$ cat src/rtl/if_prefetch_unit.sv
// Instruction prefetch front end: owns the fetch PC, issues in-order memory
// requests, and buffers returned words with their PC for the IF register.
module if_prefetch_unit #(
  parameter int unsigned           WORD_WIDTH = 32,
  parameter int unsigned           DEPTH      = 4,
  parameter logic [WORD_WIDTH-1:0] RESET_PC   = '0
) (
  input  logic                  clk,
  input  logic                  rst,
  input  logic                  freeze,
  input  logic                  branch_taken,
  input  logic [WORD_WIDTH-1:0] branch_addr,
  output logic                  imem_req,
  output logic [WORD_WIDTH-1:0] imem_addr,
  input  logic                  imem_ready,
  input  logic                  imem_rvalid,
  input  logic [WORD_WIDTH-1:0] imem_rdata,
  output logic [WORD_WIDTH-1:0] pc,
  output logic [WORD_WIDTH-1:0] instruction,
  output logic                  valid
);

  localparam int unsigned PW = (DEPTH > 1) ? $clog2(DEPTH) : 1;
  localparam int unsigned CW = PW + 1;
  localparam logic [CW:0] DEPTH_C = (CW+1)'(DEPTH);

  typedef enum logic {FETCH, DRAIN} state_e;

  state_e                state_q, state_d;
  logic [WORD_WIDTH-1:0] fetch_pc_q, fetch_pc_d;
  logic [WORD_WIDTH-1:0] fifo_addr_q [DEPTH];
  logic [WORD_WIDTH-1:0] fifo_addr_d [DEPTH];
  logic [WORD_WIDTH-1:0] fifo_word_q [DEPTH];
  logic [WORD_WIDTH-1:0] fifo_word_d [DEPTH];
  logic [WORD_WIDTH-1:0] tag_q [DEPTH];
  logic [WORD_WIDTH-1:0] tag_d [DEPTH];
  logic [PW-1:0]         fifo_rd_q, fifo_rd_d, fifo_wr_q, fifo_wr_d;
  logic [PW-1:0]         tag_rd_q, tag_rd_d, tag_wr_q, tag_wr_d;
  logic [CW-1:0]         fifo_cnt_q, fifo_cnt_d;
  logic [CW-1:0]         outst_q, outst_d;
  logic [CW-1:0]         discard_q, discard_d;

  logic [CW:0]           credit_used;
  logic [CW-1:0]         drain_left;
  logic                  accept, push, pop;

  assign credit_used = {1'b0, outst_q} + {1'b0, fifo_cnt_q};
  assign imem_req    = (state_q == FETCH) && (credit_used < DEPTH_C) && !branch_taken;
  assign imem_addr   = fetch_pc_q;
  assign valid       = (fifo_cnt_q != '0);
  assign pc          = valid ? fifo_addr_q[fifo_rd_q] + WORD_WIDTH'(4) : '0;
  assign instruction = valid ? fifo_word_q[fifo_rd_q] : '0;

  assign accept = imem_req && imem_ready;
  assign pop    = valid && !freeze;
  assign push   = (state_q == FETCH) && !branch_taken && imem_rvalid && (outst_q != '0);
  // A response arriving alongside the branch is already stale, so it is not counted.
  assign drain_left = (imem_rvalid && (outst_q != '0)) ? outst_q - CW'(1) : outst_q;

  always_comb begin
    state_d     = state_q;
    fetch_pc_d  = fetch_pc_q;
    fifo_addr_d = fifo_addr_q;
    fifo_word_d = fifo_word_q;
    tag_d       = tag_q;
    fifo_rd_d   = fifo_rd_q;
    fifo_wr_d   = fifo_wr_q;
    tag_rd_d    = tag_rd_q;
    tag_wr_d    = tag_wr_q;
    fifo_cnt_d  = fifo_cnt_q;
    outst_d     = outst_q;
    discard_d   = discard_q;

    if (branch_taken) begin
      fifo_rd_d  = '0;
      fifo_wr_d  = '0;
      fifo_cnt_d = '0;
      tag_rd_d   = '0;
      tag_wr_d   = '0;
      fetch_pc_d = branch_addr & ~WORD_WIDTH'(3);
      outst_d    = drain_left;
      discard_d  = drain_left;
      state_d    = (drain_left != '0) ? DRAIN : FETCH;
    end else begin
      if (state_q == DRAIN) begin
        if (imem_rvalid && (discard_q != '0)) begin
          discard_d = discard_q - CW'(1);
          outst_d   = outst_q - CW'(1);
          if (discard_q == CW'(1)) state_d = FETCH;
        end
      end else begin
        if (accept) begin
          tag_d[tag_wr_q] = fetch_pc_q;
          tag_wr_d        = tag_wr_q + PW'(1);
          fetch_pc_d      = fetch_pc_q + WORD_WIDTH'(4);
        end
        if (push) begin
          fifo_addr_d[fifo_wr_q] = tag_q[tag_rd_q];
          fifo_word_d[fifo_wr_q] = imem_rdata;
          fifo_wr_d              = fifo_wr_q + PW'(1);
          tag_rd_d               = tag_rd_q + PW'(1);
        end
        outst_d = outst_q + CW'(accept) - CW'(push);
      end
      if (pop) fifo_rd_d = fifo_rd_q + PW'(1);
      fifo_cnt_d = fifo_cnt_q + CW'(push) - CW'(pop);
    end
  end

  always_ff @(posedge clk) begin
    if (!rst) begin
      state_q    <= FETCH;
      fetch_pc_q <= RESET_PC;
      fifo_rd_q  <= '0;
      fifo_wr_q  <= '0;
      tag_rd_q   <= '0;
      tag_wr_q   <= '0;
      fifo_cnt_q <= '0;
      outst_q    <= '0;
      discard_q  <= '0;
    end else begin
      state_q    <= state_d;
      fetch_pc_q <= fetch_pc_d;
      fifo_rd_q  <= fifo_rd_d;
      fifo_wr_q  <= fifo_wr_d;
      tag_rd_q   <= tag_rd_d;
      tag_wr_q   <= tag_wr_d;
      fifo_cnt_q <= fifo_cnt_d;
      outst_q    <= outst_d;
      discard_q  <= discard_d;
    end
  end

  // Payload storage needs no reset: it is only observed through valid counts.
  always_ff @(posedge clk) begin
    fifo_addr_q <= fifo_addr_d;
    fifo_word_q <= fifo_word_d;
    tag_q       <= tag_d;
  end

endmodule

$ cat config.mk
export PLATFORM = sky130hd
export DESIGN_NAME = if_prefetch_unit
export DESIGN_NICKNAME = d
export VERILOG_FILES = /design/src/rtl/if_prefetch_unit.sv
export SDC_FILE = /design/constraint.sdc
export NUM_CORES = 1
export LEC_CHECK = 0
export ABC_AREA = 1
export CORE_MARGIN = 5
export CORE_UTILIZATION = 58
export CTS_CLUSTER_DIAMETER = 120
export DETAILED_ROUTE_END_ITERATION = 7
export GPL_ROUTABILITY_DRIVEN = 0
export PLACE_DENSITY = 0.8
export SYNTH_ARGS = -nofsm -noshare
export SYNTH_HDL_FRONTEND = slang
export SYNTH_SLANG_ARGS = --single-unit
$ cat constraint.sdc
create_clock -name clk -period 5.8 [get_ports clk]
set_input_delay 0.58 -clock clk [delete_from_list [all_inputs] [get_ports clk]]
set_output_delay 0.58 -clock clk [all_outputs]
set_load 0.01 [all_outputs]
==> results.md, run 1 <==
* Worst path slowest cell: dfxtp_4
* Top cell type's share of synthesized area at between 50% and 60%
* Crit path time final at ~4.7 ns
* Skew-Pair Late Insertion Delay at roughly 0.54 ns
* Final design utilization at 68.4%
* Most frequent cells in the layout: nand2_1, edfxtp_1, nor2_1, clkdlybuf4s50_1, o21ai_0
* Post-synthesis register bit count at ~420
* DRT Pass-1 Iters at 6
* Worst path max stage delay at ~0.81 ns
* Die height at between 150 and 200 µm
* Static leakage at between 8 and 9 nW
* Core area at between 0.03 and 0.04 mm²
* Synthesized cell area at between 0.015 and 0.02 mm²
* Status: finished clean
* Site Rows at 66
* Sink Count at roughly 420
* Adder-cell share of the synthesized area at around 1.6%
* Hold depth at 2
* Count of cell types in the netlist at around 40
* Gr ovfl total at 0
* Die area at 0.0362 mm²
* Die Wd at around 190 µm
* Post-route DRC violation count at 0
* Reg2reg start: outst_q[0]
* # IOs at around 170
* Wire length per cell at 17.5 µm
* Fill cell total of the finished layout at 2,334
* Largest net degree at the start of global routing at between 100 and 150
* Initial antenna violation count at 0
* Number of synthesis warnings at 0
* RSZ-0062 raised after global routing: no
* Layout cells sized above 1 at 6.44%
* Max FO, Critical Path at between 60 and 70
* Final count of hold timing violations at 0
* Clock tree buffer depth at 3
* Crit path kind: reg2out
* Fin. max-slew vios at 0
* Setup TNS Final at 0 ns
* Most frequent CP cell: nand2_1
* DP Worst Slack at between 1.5 and 2 ns
* Crit path DAT at ~4.1 ns
* Xor/xnor share of the synthesized area at 1.07%
* CTS Buf Count at 42
* VDD IR max at 206 µV
* Total Routing Usage GR at between 20% and 30%
* Post-Synthesis Cells at 1,910
* Crit path cell chain: buf_4, nand2_1, nand2_1, nand2_1, nand2_1, nand2_1, nor2_1, nand2_1, nor2_1, nand2_1, nand2_1, nand2_1, nor2_1, clkdlybuf4s50_1
* DRT Wirelength at 44,100 µm
* R2R Setup Slk at around 2.6 ns
* Post-synthesis compound-gate area fraction at a little over 8%
* Initial cell density of the core at 58.3%
* Final net count at 2,142
* # setup viols final at 0
* Top cells by area, synth: edfxtp_1, nand2_1, nor2_1
* Cts hold-fix bufs at 0
* Worst Tran Pin Value at 1.16 ns
* Detail Route Antenna Nets at 0
* Worst rel slew slack at a little under a quarter
* Initial DRC count at 1,264
* I/O Buffers at 161
* Setup Skew at just over 0.02 ns
* Drt via density at approximately 5.6
* DR vias at roughly 14,000
* Mean area per synthesized cell at around 9.9 µm²
* Clk slew on worst S/H paths at 0.06 ns
* Resized Gates After CTS at 0
* Largest family of logic cells by synthesized area: simple AND/OR/NAND/NOR gates
* Antenna Cells at 0
* Post-DP HPWL at around 28,000 µm
* Area of the multi-input gates at between 0.005 and 0.006 mm²
* Worst R2R Path Depth at 14
* Multiplexer share of the synthesized area at 0%
* First-pass GRT wire length at about 71,000 µm
* Number of global-route vias before repair at about 14,000
* Post-synthesis simple-gate area fraction at 20.4%
* Critical path launch point type: flip-flop
* Sequential fraction of the synthesis area at between 60% and 70%
* Max Cap Viol at 0
* FF/Latch Area at roughly 0.012 mm²
* Most common cell after layout, fill and taps aside: nand2_1
* Final Cycle Share at around four fifths
* Path category of the worst min-delay check: reg2reg
* WP data required at 5.22 ns
* CTS tree: built
* Htree depth at 2
* Leading area contributor after synthesis: edfxtp_1
* Highest Clock Rate at 214 MHz
* Power per cell area at 333 mW/mm²
* Critical path endpoint category: output port
* Clock Root Buffer: clkbuf_16
* Synthesis-to-layout area growth at 17.4%
* Final WS setup at 1.12 ns
* Post-CTS Setup Inserts at 0
* Crit path from: fifo_rd_q[0]
* Hold path start: discard_q[1]
[final cells by class]
cell class | count | area share [%]
timing repair buffer | 180 | 7.94
clock inverter | 18 | 0.985
sequential | 416 | 54.4
tap | 442 | 2.50
multi-input combinational | 1287 | 26.9
clock buffer | 58 | 5.21
inverter | 122 | 2.11
[sequential cells by signal (all words and copies together), names as in the netlist]
name,flops
tag_rd_q,2
state_q,1
fifo_rd_q,2
tag_q,120
fifo_cnt_q,3
fifo_word_q,128
tag_wr_q,2
fifo_addr_q,120
fifo_wr_q,2
discard_q,3
outst_q,3
imem_addr,30
[final timing paths]
check | end
setup / recovery | pc[30]
hold / removal | discard_q[1]
setup reg to reg | fifo_cnt_q[2]
hold reg to reg | discard_q[1]
[Yosys cell counts]
| master | n |
|---|---|
| buf_4 | 10 |
| o211ai_1 | 4 |
| nor2_4 | 3 |
| o21ai_0 | 158 |
| nor3_1 | 12 |
| nand4_1 | 11 |
| a211oi_1 | 2 |
| clkbuf_1 | 52 |
| nor3_2 | 2 |
| xor2_1 | 19 |
| a221oi_1 | 2 |
| inv_8 | 1 |
| o221ai_1 | 1 |
| edfxtp_1 | 368 |
| nand3_1 | 89 |
| xnor2_1 | 4 |
| fa_1 | 2 |
| or2_2 | 2 |
| a31oi_1 | 8 |
| a41oi_1 | 1 |
| buf_8 | 2 |
| conb_1 | 1 |
| nand2_2 | 16 |
| a21oi_1 | 74 |
| o21ai_1 | 8 |
| clkinv_1 | 2 |
| dfxtp_1 | 48 |
| nand2_4 | 1 |
| or2_0 | 1 |
| buf_6 | 8 |
| buf_2 | 11 |
| nor2_2 | 10 |
| inv_1 | 113 |
| ha_1 | 21 |
| nor2_1 | 335 |
| inv_2 | 6 |
| o22ai_1 | 31 |
| a32oi_1 | 1 |
| buf_1 | 5 |
| nand3_2 | 3 |
| nand2_1 | 462 |
[cells by family (layout without fill, tap and decap cells)]
group | Yosys count | in the layout
buffers and inverters | 210 | 378
adders and majority gates | 23 | 23
other | 1 | 4
AOI/OAI and AO/OA | 290 | 290
xor gates and xnor gates | 23 | 23
and+or+nand+nor | 947 | 947
DFF | 416 | 416
[metal layers]
| metal | track usage [%] | share of wire [%] |
|---|---|---|
| met1 | 32.8 | 41 |
| met2 | 40.5 | 49 |
| met3 | 3.65 | 7.6 |
| met4 | 7.51 | 2.3 |
| met5 | 0 | 0 |
[through the flow]
stage	area, µm²	total power, mW	instances	hold WS (ns)
floorplan	18800	4.29	1913	0.444
global placement	20700	4.70	2447	0.457
detailed placement	20700	4.74	2447	0.464
CTS	22100	7.38	2523	0.473
global route	22100	7.66	2523	0.504
finish	22100	7.35	2523	0.468
[worst max-delay path: cells and delay by family, from the launching register on]
family,cells,cell delay (ns)
and+or+nand+nor,12,1.37
DFF,1,0.81
buffers and inverters,2,1.32
[power by group]
group	total, mW	internal, mW	switching [mW]
Sequential	3.57	3.47	0.0986
Clock	2.66	1.57	1.08
Combinational	1.12	0.408	0.712
Note: power is estimated with default switching activity, not from simulation.
==> run 2, diff against run 1 <==
--- a/config.mk
+++ b/config.mk
@@ -7,11 +7,11 @@
 export LEC_CHECK = 0
 export ABC_AREA = 1
 export CORE_MARGIN = 5
-export CORE_UTILIZATION = 58
+export CORE_UTILIZATION = 52
 export CTS_CLUSTER_DIAMETER = 120
 export DETAILED_ROUTE_END_ITERATION = 7
 export GPL_ROUTABILITY_DRIVEN = 0
-export PLACE_DENSITY = 0.8
+export PLACE_DENSITY = 0.76
 export SYNTH_ARGS = -nofsm -noshare
 export SYNTH_HDL_FRONTEND = slang
 export SYNTH_SLANG_ARGS = --single-unit
==> constraint.sdc (replaced) <==
create_clock -name clk -period 4.3 [get_ports clk]
set_input_delay 0.43 -clock clk [delete_from_list [all_inputs] [get_ports clk]]
set_output_delay 0.43 -clock clk [all_outputs]
set_load 0.01 [all_outputs]
==> run 2 against run 1 <==
Effect of this change:
- clock power is 35% higher
- critical path depth is 1 lower
- sequential share of layout area is 0.41 points lower
- via count is 1.8% lower
- flip-flop and latch count stayed put
- setup slack worse by 0.74 ns
- cell area is 0.76% higher
- register-to-register slack worse by 1.4 ns
- clock skew is 0.0037 ns lower
- wire length is 2.0% lower
- utilization is 6.0 points lower
- critical path type unchanged
==> results.md, run 2 (same netlist as run 1, synthesis figures left out) <==
* Critical path launch point type: flip-flop
* Tot Pwr at 9.93 mW
* Worst Tran Pin Value at between 0.9 and 1 ns
* R2R Setup Slk at ~1.1 ns
* Most common cell after layout, fill and taps aside: nand2_1
* # IOs at approximately 170
* Initial DRC count at between 900 and 1,000
* Status: finished clean
* Core area at approximately 0.036 mm²
* Cts hold-fix bufs at 0
* WP data required at 3.87 ns
* Detail Route Antenna Nets at 0
* CTS Buf Count at 43
* FF/Latch Area at ~0.012 mm²
* Setup Skew at between 0.015 and 0.02 ns
* Die area at approximately 0.04 mm²
* Reg2reg start: outst_q[0]
* Hold depth at 2
* Post-DP HPWL at about 28,000 µm
* Max Cap Viol at 0
* R2r endpoint: fifo_cnt_q[2]
* Clock tree buffer depth at 3
* Die height at between 200 and 250 µm
* Largest net degree at the start of global routing at between 60 and 70
* Post-CTS Setup Inserts at 0
* Drt via density at around 5.4
* First-pass GRT wire length at 68,400 µm
* Fill cell total of the finished layout at roughly 2,800
* Highest Clock Rate at 255 MHz
* Clock Root Buffer: clkbuf_16
* Wire length per cell at 16.9 µm
* Worst rel slew slack at between 30% and 40%
* Most frequent cells in the layout: nand2_1, edfxtp_1, nor2_1, clkdlybuf4s50_1, o21ai_0
* Reg with most FFs: fifo_word_q
* Gr ovfl total at 0
* Initial cell density of the core at between 50 and 60%
* DRT Pass-1 Iters at 5
* DRT Wirelength at 43,200 µm
* Crit path kind: reg2out
* RSZ-0062 raised after global routing: no
* Resized Gates After CTS at 0
* Antenna Cells at 0
* CTS tree: built
* I/O Buffers at 161
* Site Rows at between 60 and 70
* Initial antenna violation count at 0
* DP Worst Slack at 0.831 ns
* Clk slew on worst S/H paths at about 0.06 ns
* Worst hold path endpoint: discard_q[1]
* Final Cycle Share at between 90% and 100%
* Die Wd at 200 µm
* Final net count at 2,154
* Power per cell area at 446 mW/mm²
* Static leakage at around 8.2 nW
* Final WS setup at 0.385 ns
* Layout cells sized above 1 at around 7%
* Critical path endpoint category: output port
* Final count of hold timing violations at 0
* Hold path start: discard_q[1]
* VDD IR max at roughly 370 µV
* Crit path time final at roughly 4 ns
* Max FO, Critical Path at 53
* Number of flip-flops in the largest register at roughly 130
* Regs by FF count: fifo_word_q x128, fifo_addr_q x120, tag_q x120
* Sink Count at approximately 420
* Post-route DRC violation count at 0
* Total Routing Usage GR at a little over a fifth
* Area of the multi-input gates at 0.00594 mm²
* Worst R2R Path Depth at 14
* Number of global-route vias before repair at 13,432
* Crit path DAT at ~3.5 ns
* Synthesis-to-layout area growth at 18.3%
* Htree depth at 2
* Fin. max-slew vios at 0
* # setup viols final at 0
* DR vias at roughly 14,000
* Skew-Pair Late Insertion Delay at 0.55 ns
* Path category of the worst min-delay check: reg2reg
-- run 2: cell types whose count changed in the layout (fill, tap and decap cells not counted), moves of 4 or more --
cell       delta
buf_12        +4
buf_4         +7
clkbuf_16     +4
clkbuf_1      -4
-- run 2: routing by layer --
layer / share of wire (%) / GRT usage (%) / wire [µm]
met5: 0 / 0 / 0
met4: 2.2 / 6.15 / 970
met3: 7.1 / 3.78 / 3060
met2: 48 / 34.6 / 20700
met1: 43 / 28.3 / 18400
-- run 2: how the worst max path moves through the flow --
stage                       startpoint                to  cells past startpoint
after global placement    fifo_rd_q[0]            pc[12]                     12
final                     fifo_rd_q[1]            pc[31]                     13
after CTS                 fifo_rd_q[0]            pc[14]                     12
after global routing      fifo_rd_q[1]            pc[30]                     13
after floorplan             outst_q[1]  fifo_addr_q[100]                      8
after detailed placement  fifo_rd_q[0]            pc[14]                     12
-- run 2: critical path, cell delays in order (launching register included) --
cell	delay [ns]
dfxtp_2	0.34
buf_4	0.54
buf_4	0.46
nand2_1	0.10
nand2_1	0.18
nand2_1	0.10
nor2_1	0.15
nand2_1	0.08
nor2_1	0.19
nand2_1	0.07
nand2_1	0.06
nand2_1	0.05
nor2_1	0.08
clkdlybuf4s50_1	0.54
-- run 2: per-stage QoR --
step | setup TNS [ns] | cells | util [%] | instance area (µm²) | hold slack (ns)
finish | 0 | 2554 | 62.5 | 22300 | 0.463
global route | 0 | 2554 | 62.5 | 22300 | 0.477
CTS | 0 | 2553 | 62.4 | 22200 | 0.449
detailed placement | 0 | 2476 | 58.5 | 20900 | 0.456
global placement | 0 | 2476 | 58.5 | 20900 | 0.453
floorplan | -52.84 | 1913 | - | 18800 | 0.444
-- run 2: where the power goes --
group / switching [mW] / leakage [nW] / internal, mW
clock network: 1.53 / 0.678 / 2.05
logic: 0.971 / 3.82 / 0.569
registers: 0.129 / 3.74 / 4.68
total: 2.63 / 8.24 / 7.30
-- run 2: layout make-up --
class | count | share of cell area, %
flip-flops and latches | 416 | 54.0
inverters | 122 | 2.09
multi-input cells | 1287 | 26.7
well taps | 461 | 2.59
clock inverters | 22 | 0.837
clock buffers | 55 | 5.37
repair buffers | 191 | 8.47
==> run 3, diff against run 2 <==
--- a/config.mk
+++ b/config.mk
@@ -7,11 +7,11 @@
 export LEC_CHECK = 0
 export ABC_AREA = 1
 export CORE_MARGIN = 5
-export CORE_UTILIZATION = 52
+export CORE_UTILIZATION = 58
 export CTS_CLUSTER_DIAMETER = 120
 export DETAILED_ROUTE_END_ITERATION = 7
 export GPL_ROUTABILITY_DRIVEN = 0
-export PLACE_DENSITY = 0.76
+export PLACE_DENSITY = 0.8
 export SYNTH_ARGS = -nofsm -noshare
 export SYNTH_HDL_FRONTEND = slang
 export SYNTH_SLANG_ARGS = --single-unit
==> constraint.sdc (replaced) <==
create_clock -name clk -period 4.05 [get_ports clk]
set_input_delay 0.405 -clock clk [delete_from_list [all_inputs] [get_ports clk]]
set_output_delay 0.405 -clock clk [all_outputs]
set_load 0.01 [all_outputs]
==> run 3 against run 2 <==
Effect of this change:
- clock skew increased by 0.0012 ns
- count of clock-buffer cells in the layout grew 4
- final cell count decreased by 0.74%
- non-clock buffer count down 1
- cell area up 0.17%
- clock power grew 9.8%
- first-iteration DRC count is 35% higher
- register-to-register slack got worse by 0.30 ns
- hold slack worse by 0.0098 ns
- flip-flop and latch count unchanged
- setup slack got worse by 0.048 ns
- largest power group unchanged
==> results.md, run 3 (same netlist as run 1, synthesis figures left out) <==
* Regs by FF count: fifo_word_q x128, fifo_addr_q x120, tag_q x120
* Crit path cell chain: inv_8, buf_4, nand2_1, nand3_1, nand2_1, nor2_1, nand2_2, nor2_2, nand2_1, nand2_1, nand2_1, nor2_1, clkdlybuf4s50_1
* Htree depth at 2
* VDD IR max at 305 µV
* Site Rows at 66
* Top delay family on crit path: simple AND/OR/NAND/NOR gates
* M1 GR Usage at 33.1%
* Max FO, Critical Path at 44
* # setup viols final at 0
* DRT Wirelength at approximately 44,000 µm
* Synthesis-to-layout area growth at 18.5%
* Die height at roughly 190 µm
* # IOs at about 170
* Wire length per cell at ~17 µm
* Post-route DRC violation count at 0
* Post-Layout Cell Count at 2,535
* Path category of the worst min-delay check: in2reg
* Static leakage at 8.26 nW
* Worst path slowest cell: clkdlybuf4s50_1
* Post-DP HPWL at about 28,000 µm
* Final net count at 2,152
* Crit path kind: reg2out
* Sink Count at 416
* Final WS setup at roughly 0.34 ns
* Setup TNS Final at 0 ns
* Power per cell area at ~480 mW/mm²
* Initial DRC count at approximately 1,300
* Detail Route Antenna Nets at 0
* Placed cell area at 0.0209 mm²
* Final Cycle Share at between 90% and 100%
* DR vias at 14,048
* Number of global-route vias before repair at 13,801
* Placed cell count at approximately 2,500
* Clock tree buffer depth at 3
* Layout cells sized above 1 at 6.78%
* Critical path launch point type: flip-flop
* Crit path from: fifo_rd_q[0]
* Antenna Cells at 0
* Clk slew on worst S/H paths at approximately 0.06 ns
* Final design utilization at 69.1%
* Core area at 0.0323 mm²
* Most frequent cells in the layout: nand2_1, edfxtp_1, nor2_1, clkdlybuf4s50_1, o21ai_0
* Most frequent CP cell: nand2_1
* Cts hold-fix bufs at 0
* Gr ovfl total at 0
* Die Wd at between 150 and 200 µm
* CTS tree: built
* Fin. max-slew vios at 0
* Max Cap Viol at 0
* Reg2reg start: outst_q[1]
* Tot Pwr at about 11 mW
* Setup Skew at 0.0176 ns
* DP Worst Slack at roughly 0.80 ns
* Reg with most FFs: fifo_word_q
* CTS Buf Count at 42
* Drt via density at around 5.5
* Worst path max stage delay at approximately 0.58 ns
* Final Hold Slack at 0.453 ns
* Total Routing Usage GR at between 20% and 30%
* Hold path start: branch_addr[3]
* Largest net degree at the start of global routing at 63
* Status: finished clean
* Grt peak-use layer: met2
* First-pass GRT wire length at about 70,000 µm
* DRT Pass-1 Iters at 6
* Initial antenna violation count at 0
* Crit path buf inv count at 3
* Met3 global-route usage at roughly 3.3%
* Most common cell after layout, fill and taps aside: nand2_1
* I/O Buffers at ~160
* Fin area at roughly 0.022 mm²
* WP data required at between 3 and 4 ns
* Crit path time final at around 3.7 ns
* Die area at 0.0362 mm²
* Final count of hold timing violations at 0
* Number of flip-flops in the largest register at 128
* Skew-Pair Late Insertion Delay at around 0.54 ns
* Met2 Use GR at 40.5%
* Crit path DAT at roughly 3.3 ns
* Initial cell density of the core at 58.3%
* RSZ-0062 raised after global routing: no
* Highest Clock Rate at 269 MHz
* Clock Root Buffer: clkbuf_16
* Critical path endpoint category: output port
* Worst Tran Pin Value at 0.945 ns
* Worst rel slew slack at 37.0%
[run 3: area by class of cell]
| class | instances | area, µm² |
|---|---|---|
| Timing Repair Buffer | 190 | 1920 |
| Inverter | 122 | 465 |
| Multi-Input combinational cell | 1287 | 5940 |
| Clock inverter | 19 | 228 |
| Sequential cell | 416 | 12000 |
| Fill cell | 2233 | 9980 |
| Clock buffer | 59 | 1190 |
| Tap cell | 442 | 553 |
[run 3: worst paths after layout]
path | end | depth (start not counted) | slack [ns]
setup / recovery | pc[29] | 13 | 0.34
hold / removal | imem_addr[3] | 3 | 0.45
setup reg to reg | fifo_cnt_q[2] | 14 | 0.81
hold reg to reg | discard_q[1] | 2 | 0.49
[run 3: where the power goes]
part	switching [mW]	total (mW)	internal [mW]
clock network	1.56	3.93	2.37
logic	1.02	1.62	0.602
registers	0.144	5.12	4.97
[run 3: repair_timing]
item                                    4_1_cts  5_1_grt
setup buffers                                 0        1
gates resized for setup                       0        2
endpoints found under the hold margin         0        0
endpoints found under the setup margin        0        2
[run 3: layer usage]
layer | vias up | part of all wire (%) | routed length (µm)
met2 | 681 | 48 | 21200
met4 | 0 | 2.1 | 932
met3 | 78 | 8.0 | 3520
li1 | 6743 | - | -
met5 | - | 0 | 0
met1 | 6546 | 41 | 18100
[run 3: tightest hold or removal path: stages]
cell	delay, ns
clkdlybuf4s50_1	0.40
nand2_1	0.06
a31oi_1	0.08
